File: src/rtl/p2s_shifter.sv
// Parallel-to-serial transmitter with bit-rate prescaler, serial clock and start/busy/done handshake.
// Define P2S_RX_EN to shift s_in into the vacated bits and expose the received word on rx_data.
module p2s_shifter #(
  parameter int WIDTH = 9,
  parameter int DIV   = 4
) (
  input  logic             clk,
  input  logic             rst_n,
  input  logic             start,
  input  logic [WIDTH-1:0] p_in,
  input  logic             lsb_first,
  input  logic             s_in,
  output logic             s_out,
  output logic             s_clk,
  output logic             busy,
  output logic             done,
  output logic [WIDTH-1:0] rx_data
);

  localparam int CW = $clog2(WIDTH + 1);
  localparam int PW = $clog2(DIV);

  localparam logic [1:0] ST_IDLE  = 2'd0;
  localparam logic [1:0] ST_SHIFT = 2'd1;
  localparam logic [1:0] ST_DONE  = 2'd2;

  logic [1:0]       state_q, state_d;
  logic [WIDTH-1:0] sreg_q, sreg_d;
  logic             lsb_q, lsb_d;
  logic [PW-1:0]    presc_q, presc_d;
  logic [CW-1:0]    bit_q, bit_d;
  logic             fill_bit;

`ifdef P2S_RX_EN
  assign fill_bit = s_in;
`else
  logic unused_s_in;
  assign unused_s_in = s_in;
  assign fill_bit    = 1'b0;
`endif

  always_comb begin
    // NOTE: every variable gets a default here so no path leaves one unassigned (no latches).
    state_d = state_q;
    sreg_d  = sreg_q;
    lsb_d   = lsb_q;
    presc_d = presc_q;
    bit_d   = bit_q;
    case (state_q)
      ST_IDLE: begin
        if (start) begin
          state_d = ST_SHIFT;
          sreg_d  = p_in;
          lsb_d   = lsb_first;
          presc_d = '0;
          bit_d   = '0;
        end
      end
      ST_SHIFT: begin
        if (presc_q == PW'(DIV - 1)) begin
          presc_d = '0;
          bit_d   = bit_q + 1'b1;
          sreg_d  = lsb_q ? {fill_bit, sreg_q[WIDTH-1:1]}
                          : {sreg_q[WIDTH-2:0], fill_bit};
          if (bit_q == CW'(WIDTH - 1)) state_d = ST_DONE;
        end else begin
          presc_d = presc_q + 1'b1;
        end
      end
      ST_DONE: state_d = ST_IDLE;
      default: state_d = ST_IDLE;
    endcase
  end

  // NOTE: sequential state uses non-blocking assignments only; the shift register is
  // reset too, because rx_data and s_out expose it directly after reset.
  always_ff @(posedge clk or negedge rst_n) begin
    if (!rst_n) begin
      state_q <= ST_IDLE;
      sreg_q  <= '0;
      lsb_q   <= 1'b0;
      presc_q <= '0;
      bit_q   <= '0;
    end else begin
      state_q <= state_d;
      sreg_q  <= sreg_d;
      lsb_q   <= lsb_d;
      presc_q <= presc_d;
      bit_q   <= bit_d;
    end
  end

  assign busy  = (state_q == ST_SHIFT);
  assign done  = (state_q == ST_DONE);
  assign s_out = busy & (lsb_q ? sreg_q[0] : sreg_q[WIDTH-1]);
  assign s_clk = busy & (presc_q >= PW'(DIV / 2));

`ifdef P2S_RX_EN
  assign rx_data = busy ? '0 : sreg_q;
`else
  assign rx_data = '0;
`endif

endmodule

File: config.mk
export PLATFORM = sky130hd
export DESIGN_NAME = p2s_shifter
export DESIGN_NICKNAME = d
export VERILOG_FILES = /design/src/rtl/p2s_shifter.sv
export SDC_FILE = /design/constraint.sdc
export NUM_CORES = 1
export LEC_CHECK = 0
export BUFFER_PORTS_ARGS = -buffer_cell sky130_fd_sc_hd__buf_2
export CAP_MARGIN = 40
export CORE_MARGIN = 10
export CORE_UTILIZATION = 51
export DETAILED_ROUTE_END_ITERATION = 6
export HOLD_SLACK_MARGIN = 0.06
export PLACE_DENSITY = 0.87
export SLEW_MARGIN = 20
export SYNTH_ARGS = -nofsm -noshare
export SYNTH_HDL_FRONTEND = slang
export SYNTH_SLANG_ARGS = --single-unit
export TNS_END_PERCENT = 1
File: constraint.sdc
create_clock -name clk -period 2.25 [get_ports clk]
set_input_delay 0.45 -clock clk [delete_from_list [all_inputs] [get_ports clk]]
set_output_delay 0.45 -clock clk [all_outputs]
set_load 0.005 [all_outputs]
---- Word-level counts from Yosys, hierarchy flattened ----
Index checks and enable logic that the tools add are counted.
storage, ports and cells
  input port bits ......................... 14
  memory bits (read-only) ................. 0
  register bits after elaboration ......... 18
  bits in writable memories ............... 0
  bits in latches ......................... 0
  memories ................................ 0
operators by class
  multiply operators ...................... 0
  mux-type cells .......................... 15
  shift-type cells ........................ 0
  order comparisons ....................... 1
  reductions and logical operators ........ 6
  equality and inequality tests ........... 7
  $add $sub $neg .......................... 2
  bitwise logic cells ..................... 2
  divide/modulo/power cells ............... 0
operators with widths
  kind                 number
  $mux 9               3
  $pmux 9 s2           1
  $mux 2               5
  $mux 4               2
  $pmux 2 s2           2
  $pmux 4 s2           1
  $reduce_and 3->1     2
  $add 4x1->4 const B  1
  $eq 2x2->1 const B   2
  $eq 4x4->1 const B   1
  $ne 2x1->1 const B   2
  $reduce_and 2->1     2
  $add 2x1->2 const B  1
  $and 1x1->1          2
  $eq 2x1->1 const B   1
  $ge 2x2->1 const B   1
  $logic_not 2->1      1
  $ne 2x2->1 const B   1
  $reduce_bool 2->1    1
  $mux 1               1

---- Longest topological paths before layout ----
Gate-level depths: netlist (run 1).
  word-level depth ........................ 4
  mapped depth ............................ 5
  mapped depth without buffers ............ 5

---- Least setup slack after synthesis (run 1) ----
No wires, ideal clock.
  path kind ............................... register to register
  start ................................... register state_q[0]
  end ..................................... register sreg_q[1]
  arrival ................................. 1.461 ns
  slack ................................... 0.663 ns
  library setup time ...................... 0.126 ns
  cell stages (with the launch flop) ...... 6
  data required time ...................... 2.124 ns
  path through ............................ dfrtp_1 > or3b_1 > buf_6 > and2_4 > buf_6 > a221o_1
between the ends
  longest elaborated chain between the ends .. 3
ends and longest elaborated chain
  element                                              RTL line  source
  start, declared                                      27        logic [1:0] state_q, state_d;
  start signal, assigned                               85        state_q <= state_d;
  $eq 2x1->1 or $logic_not 2->1 (tied branches)        49        case (state_q)
  $ne 2x1->1 (no source line) (tied with other cells)  -
  $reduce_and 3->1 (no source line)                    -
  end signal, assigned                                 86        sreg_q <= sreg_d;
  end, declared                                        28        logic [WIDTH-1:0] sreg_q, sreg_d;
Parallel ways exist; a longest one is shown, timed or not.
A chain may end at the register's enable or synchronous reset.

---- Worst setup path in the final report (run 1) ----
  start ................................... register state_q[0]
  end ..................................... output s_out
between the ends
  longest elaborated chain between the ends .. 2
ends and longest elaborated chain
  element        RTL line  source
  $eq 2x1->1     93        assign busy = (state_q == ST_SHIFT);
  $and 1x1->1    95        assign s_out = busy & (lsb_q ? sreg_q[0] : sreg_q[WIDTH-1]);
  end, declared  13        output logic s_out,
No other way between the ends.

==> run summary, run 1 <==
core area - 1940 sq um
DP HPWL - 1.60 mm
clock network power share - 11.1%
CTS tree - done
first-pass GRT wire length - 3.65 mm
CP delay by family, top - simple AND/OR/NAND/NOR gates
layout cell share with drive strength beyond 1 - 19.3%
R2R Path Start - state_q[0]
setup TNS - 0 ns
Vias/cell - 5.46
final worst-path cycle share - 83.1%
Setup Fix Bufs, Post-CTS - 0
Comb pwr share - 43.9%
Internal Power - 0.831 mW
Worst-path clk slew - 0.10 ns
CP Capture Type - primary output
WL/cell - 15.2 um
Crit path largest cell delay - 0.48 ns
First-pass DRT Iterations - 4
vias - 770
root buf cell - clkbuf_4
Worst Setup SP - state_q[0]
Setup WS post-layout - 0.379 ns
Placed Instances - 138
proportion of synthesized area in mux cells - 7.79%
Synthesis Warnings - 0
worst path bufs/invs - 1
worst-margin pin slew - 0.618 ns
Clock Tree Buf Depth - 2
Final Instance Area - 1100 sq um
number of global-route vias before repair - 787
initial antenna violation count - 0
antenna cell count - 0
Reg power frac - 45.0%
GPL Wtd Cong - 0.754
Post-DP Area - 1080 sq um
Setup CP Type - register to primary output
Rel. slew slack - 58.6%
IO Port Bufs - 16
pwr/cell area - 1260 nW/um^2
final hold vios - 0
Post-Place Worst Slack - 0.551 ns
Post-synth ARST share - 100%
Yosys cell types - 30
status - complete, no violations
Die H - 64.9 um
Total GRT Usage - 10.7%
Lkg Pwr - 0.532 nW
count of final setup violators - 0
final WL - 2.14 mm
Hold Path Class - primary input to async pin
main combinational cell family by area after synthesis - simple AND/OR/NAND/NOR gates
ANT nets after route - 0
Sw Pwr - 0.560 mW
die area - 4210 sq um
num ports - 27
Seq/Total Area, Yosys - 43.8%
Final nets - 134
Max Cap Violations - 0
Synth Area in Simple Gates - 17.5%
Worst EP required - 1.80 ns
unrepaired setup endpoints after global routing - false
Remaining DRCs - 0
# resized after CTS - 0
CTS Buf Count - 3
Compound-Gate Fraction of Synth Area - 13.4%
Startpoint Class - register
Area Growth Syn to Fin - 6.93%
WP data arrival - 1.42 ns
#FFs+latches synth - 18
Netlist Area Pre-Place - 1030 sq um
peak supply drop - 0.532 mV
number of synthesized flops with an enable pin - 0
row count - 16
hold buffer count at cts - 0
min cycle time layout - 1.87 ns
multi-input logic area - 490 sq um
Fillers - 170
Initial Util - 53.0%
clk sink count - 18
Clock Skew - 0.00605 ns
Sw Ratio - 40.3%
register area - 450 sq um
critical path's slowest cell - dfrtp_1
largest net degree at the start of global routing - 19
Slew Limit Fails - 0
H-tree depth - 1
Hold Slack - 0.0786 ns
top_reg_cell synth - dfrtp_1
CP Max Fanout - 10
syn_area_per_cell - 10.3 sq um
post-route insts no fill - 141
grt ovf - 0
max frequency - 0.535 GHz
XOR/XNOR Fraction of Synth Area - 0.852%
Die Span X - 64.9 um
adder-cell share of the synthesized area - 4.87%
clk_lat worst skew - 0.28 ns
violation count after the first detailed-route iteration - 33
critical-path cell list - or2b_1 -> nor2_1 -> buf_2
Syn Inst Count - 100
[metal layers]
metal / vias to the layer above / wire length [um] / GRT usage (%)
met4: 0 / 34 / 6.42
met3: 2 / 103 / 1.72
met5: - / 0 / 0
met2: 28 / 1030 / 17.0
li1: 369 / - / -
met1: 371 / 976 / 13.2
[sequential cells by signal, summed over array words and instances (netlist names)]
register and cells:
state_q 2, sreg_q 9, presc_q 2, bit_q 4
lsb_q 1
[worst paths after layout]
path / end / slack, ns / cells past startpoint
max: s_out / 0.38 / 3
min: sreg_q[1] / 0.08 / 1
max reg2reg: sreg_q[5] / 0.58 / 3
min reg2reg: bit_q[3] / 0.49 / 1
max in group asynchronous: sreg_q[0] / 1.89 / 1
min in group clk: lsb_q / 0.35 / 3
[layout make-up]
cell class | instances | share of cell area (%)
Clock buffer | 3 | 2.05
Inverter | 4 | 1.37
Multi-Input combinational cell | 72 | 44.6
Sequential cell | 18 | 41.0
Tap cell | 27 | 3.07
Timing Repair Buffer | 17 | 7.96
[placed cells by master (no fill, tap or decap)]
cell,instances
conb_1,9
nand2_1,4
nand3_1,6
nand3b_1,1
and2_4,1
o31ai_1,2
nor4bb_1,1
a221o_1,7
buf_4,1
o211ai_1,1
o21ai_0,5
dfrtp_1,18
nor3b_1,1
buf_2,16
nor2_1,11
or3b_1,1
and2b_1,1
nand4b_1,1
or2b_1,1
mux2i_1,8
a32o_1,1
ha_1,4
a21oi_1,2
nor3b_2,1
and4b_1,1
nor3_1,1
xor2_1,1
clkbuf_4,3
inv_1,4
[cell usage after synthesis, types with 2 or more instances]
master / number / area (sq um)
nor2_1: 11 / 41.3
nand2_1: 4 / 15.0
a221o_1: 7 / 70.1
inv_1: 4 / 15.0
dfrtp_1: 18 / 450
buf_6: 2 / 22.5
ha_1: 4 / 50.1
clkbuf_1: 2 / 7.51
mux2i_1: 8 / 80.1
buf_4: 9 / 67.6
a21oi_1: 2 / 10.0
o21ai_0: 5 / 25.0
o31ai_1: 2 / 15.0
nand3_1: 6 / 30.0
[power by group through the flow]
stage | logic, mW | registers (mW) | clock network (mW)
floorplan | 0.545 | 0.559 | 0
global placement | 0.580 | 0.616 | 0
detailed placement | 0.613 | 0.628 | 0
CTS | 0.619 | 0.622 | 0.156
global route | 0.697 | 0.652 | 0.169
finish | 0.611 | 0.626 | 0.154
[through the flow]
step,power (mW),util [%]
finish,1.39,56.6
global route,1.52,56.6
CTS,1.40,56.6
detailed placement,1.24,55.5
global placement,1.20,55.5
floorplan,1.10,-
[kinds of logic (layout without fill, tap and decap cells)]
kind of cell               count (synthesis)  after routing
DFF                                       18             18
xor gates and xnor gates                   1              1
adders and majority gates                  4              4
other                                      1              9
buffers and inverters                     18             24
and+or+nand+nor                           32             32
muxes                                      8              8
AOI/OAI and AO/OA                         18             18
Note: power is estimated with default switching activity, not from simulation.
==> run 2: changes to the inputs <==
--- a/config.mk
+++ b/config.mk
@@ -8,10 +8,10 @@
 export BUFFER_PORTS_ARGS = -buffer_cell sky130_fd_sc_hd__buf_2
 export CAP_MARGIN = 40
 export CORE_MARGIN = 10
-export CORE_UTILIZATION = 51
+export CORE_UTILIZATION = 46
 export DETAILED_ROUTE_END_ITERATION = 6
 export HOLD_SLACK_MARGIN = 0.06
-export PLACE_DENSITY = 0.87
+export PLACE_DENSITY = 0.83
 export SLEW_MARGIN = 20
 export SYNTH_ARGS = -nofsm -noshare
 export SYNTH_HDL_FRONTEND = slang
==> constraint.sdc (replaced) <==
create_clock -name clk -period 1.6 [get_ports clk]
set_input_delay 0.32 -clock clk [delete_from_list [all_inputs] [get_ports clk]]
set_output_delay 0.32 -clock clk [all_outputs]
set_load 0.005 [all_outputs]
==> run 2 against run 1 <==
Compared with the run above: sequential share of layout area decreased by 4.5 points; via count increased by 8.3%; clock power grew 88%; sequential power grew 34%; sequential cell count unchanged; setup slack lost 0.33 ns; utilization up 0.57 points; critical path type unchanged; largest cell class unchanged; largest power group is now combinational cells; highest routed layer unchanged.
==> run summary, run 2 (synthesized netlist as in run 1, its figures left out) <==
Setup CP Type - register to primary output (unchanged)
Remaining DRCs - 0 (unchanged)
top flop regs - sreg_q: 9 flops, bit_q: 4 flops (unchanged)
Slew Limit Fails - 0 (unchanged)
root buf cell - clkbuf_4 (unchanged)
First-pass DRT Iterations - 4 (unchanged)
IO Port Bufs - 16 (unchanged)
final WL - 2.43 mm (was 2.14 mm)
DP HPWL - 1.73 mm (was 1.60 mm)
CTS tree - done (unchanged)
core area - 2170 sq um (was 1940 sq um)
Final nets - 146 (was 134)
number of flip-flops in the largest register - 9 (unchanged)
count of final setup violators - 0 (unchanged)
CTS Buf Count - 3 (unchanged)
H-tree depth - 1 (unchanged)
Setup WS post-layout - 0.0498 ns (was 0.379 ns)
Final Instance Area - 1240 sq um (was 1100 sq um)
Lkg Pwr - 0.592 nW (was 0.532 nW)
Total GRT Usage - 10.9% (was 10.7%)
Area Growth Syn to Fin - 20.7% (was 6.93%)
largest net degree at the start of global routing - 19 (unchanged)
vias - 834 (was 770)
Tot Pwr - 2.32 mW (was 1.39 mW)
grt ovf - 0 (unchanged)
num ports - 27 (unchanged)
CP Capture Type - primary output (unchanged)
Worst-path clk slew - 0.11 ns (was 0.10 ns)
row count - 17 (was 16)
WL/cell - 15.7 um (was 15.2 um)
pwr/cell area - 1870 nW/um^2 (was 1260 nW/um^2)
most frequent cells in the layout - 16 x dfrtp_1, 16 x buf_2, 12 x buf_4 (was 18 x dfrtp_1, 16 x buf_2, 11 x nor2_1)
clk_lat worst skew - 0.30 ns (was 0.28 ns)
Initial Util - 47.4% (was 53.0%)
Clock Skew - 0.0118 ns (was 0.00605 ns)
max frequency - 0.645 GHz
Max Cap Violations - 0 (unchanged)
Die Span X - 67.3 um (was 64.9 um)
Fillers - 186 (was 170)
final hold vios - 0 (unchanged)
min cycle time layout - 1.55 ns
Post-Place Worst Slack - 0.139 ns (was 0.551 ns)
Die H - 67.3 um (was 64.9 um)
die area - 4530 sq um (was 4210 sq um)
WP data arrival - 1.23 ns (was 1.42 ns)
number of global-route vias before repair - 851 (was 787)
Clock Tree Buf Depth - 2 (unchanged)
layout cell share with drive strength beyond 1 - 33.1% (was 19.3%)
unrepaired setup endpoints after global routing - true (was false)
Vias/cell - 5.38 (was 5.46)
status - complete, no violations (unchanged)
GPL Wtd Cong - 0.737 (was 0.754)
peak supply drop - 0.820 mV (was 0.532 mV)
CP Max Fanout - 5 (was 10)
violation count after the first detailed-route iteration - 45 (was 33)
largest register by flop count - sreg_q (unchanged)
Startpoint Class - register (unchanged)
ANT nets after route - 0 (unchanged)
initial antenna violation count - 0 (unchanged)
Hold Path Class - primary input to register (was primary input to async pin)
clk sink count - 18 (unchanged)
final worst-path cycle share - 96.9%
Post-DP Area - 1110 sq um (was 1080 sq um)
antenna cell count - 0 (unchanged)
Worst EP required - 1.28 ns (was 1.80 ns)
first-pass GRT wire length - 3.94 mm (was 3.65 mm)
[run 2: path summary, 6_finish.rpt]
path / start / endpoint / slack [ns] / cells past startpoint
setup reg to reg: state_q[1] / sreg_q[7] / 0.07 / 4
max in group asynchronous: rst_n / state_q[1] / 0.80 / 2
min in group asynchronous: rst_n / sreg_q[3] / 0.47 / 2
hold reg to reg: bit_q[3] / bit_q[3] / 0.49 / 1
hold / removal: lsb_first / lsb_q / 0.20 / 3
setup / recovery: lsb_q / s_out / 0.05 / 3
[run 2: critical path: stages, from the launching register on]
cell and delay (ns):
dfrtp_2 0.43, mux2i_1 0.30, nor2_4 0.06, buf_2 0.13
[run 2: per-layer routing]
metal	vias to the layer above	part of all wire, %	global-route usage [%]
met2	17	51	18.8
met4	0	2.1	4.62
met1	421	44	13.2
li1	392	-	-
met5	-	0	0
met3	4	3.2	1.49
[run 2: power breakdown]
group,switching (mW),total [mW],internal (mW)
Sequential,0.186,0.838,0.652
Combinational,0.567,1.19,0.623
Clock,0.150,0.289,0.139
[run 2: stage by stage]
stage	utilization, %	instances	hold WS [ns]	setup TNS, ns
2_1_floorplan	-	108	0.0244	0
3_3_place_gp	51.1	143	0.261	0
3_5_place_dp	51.1	143	0.277	0
4_1_cts	54.2	150	0.205	0
5_1_grt	57.2	155	0.234	-0.0237
6_report	57.2	155	0.198	0
[run 2: area by class of cell]
type	instances	area (sq um)	area share, %
Clock buffer	4	36.3	2.92
Tap cell	28	35.0	2.82
Multi-Input combinational cell	72	522	42.0
Sequential cell	18	453	36.5
Inverter	4	15.0	1.21
Timing Repair Buffer	29	180	14.5
[run 2: repair_timing]
item	in CTS	in global routing
buffers inserted	2	5
endpoints found under the setup margin	3	2
resized for setup	3	8
endpoints found under the hold margin	18	0
hold buffers	1	0
pin swaps	0	2
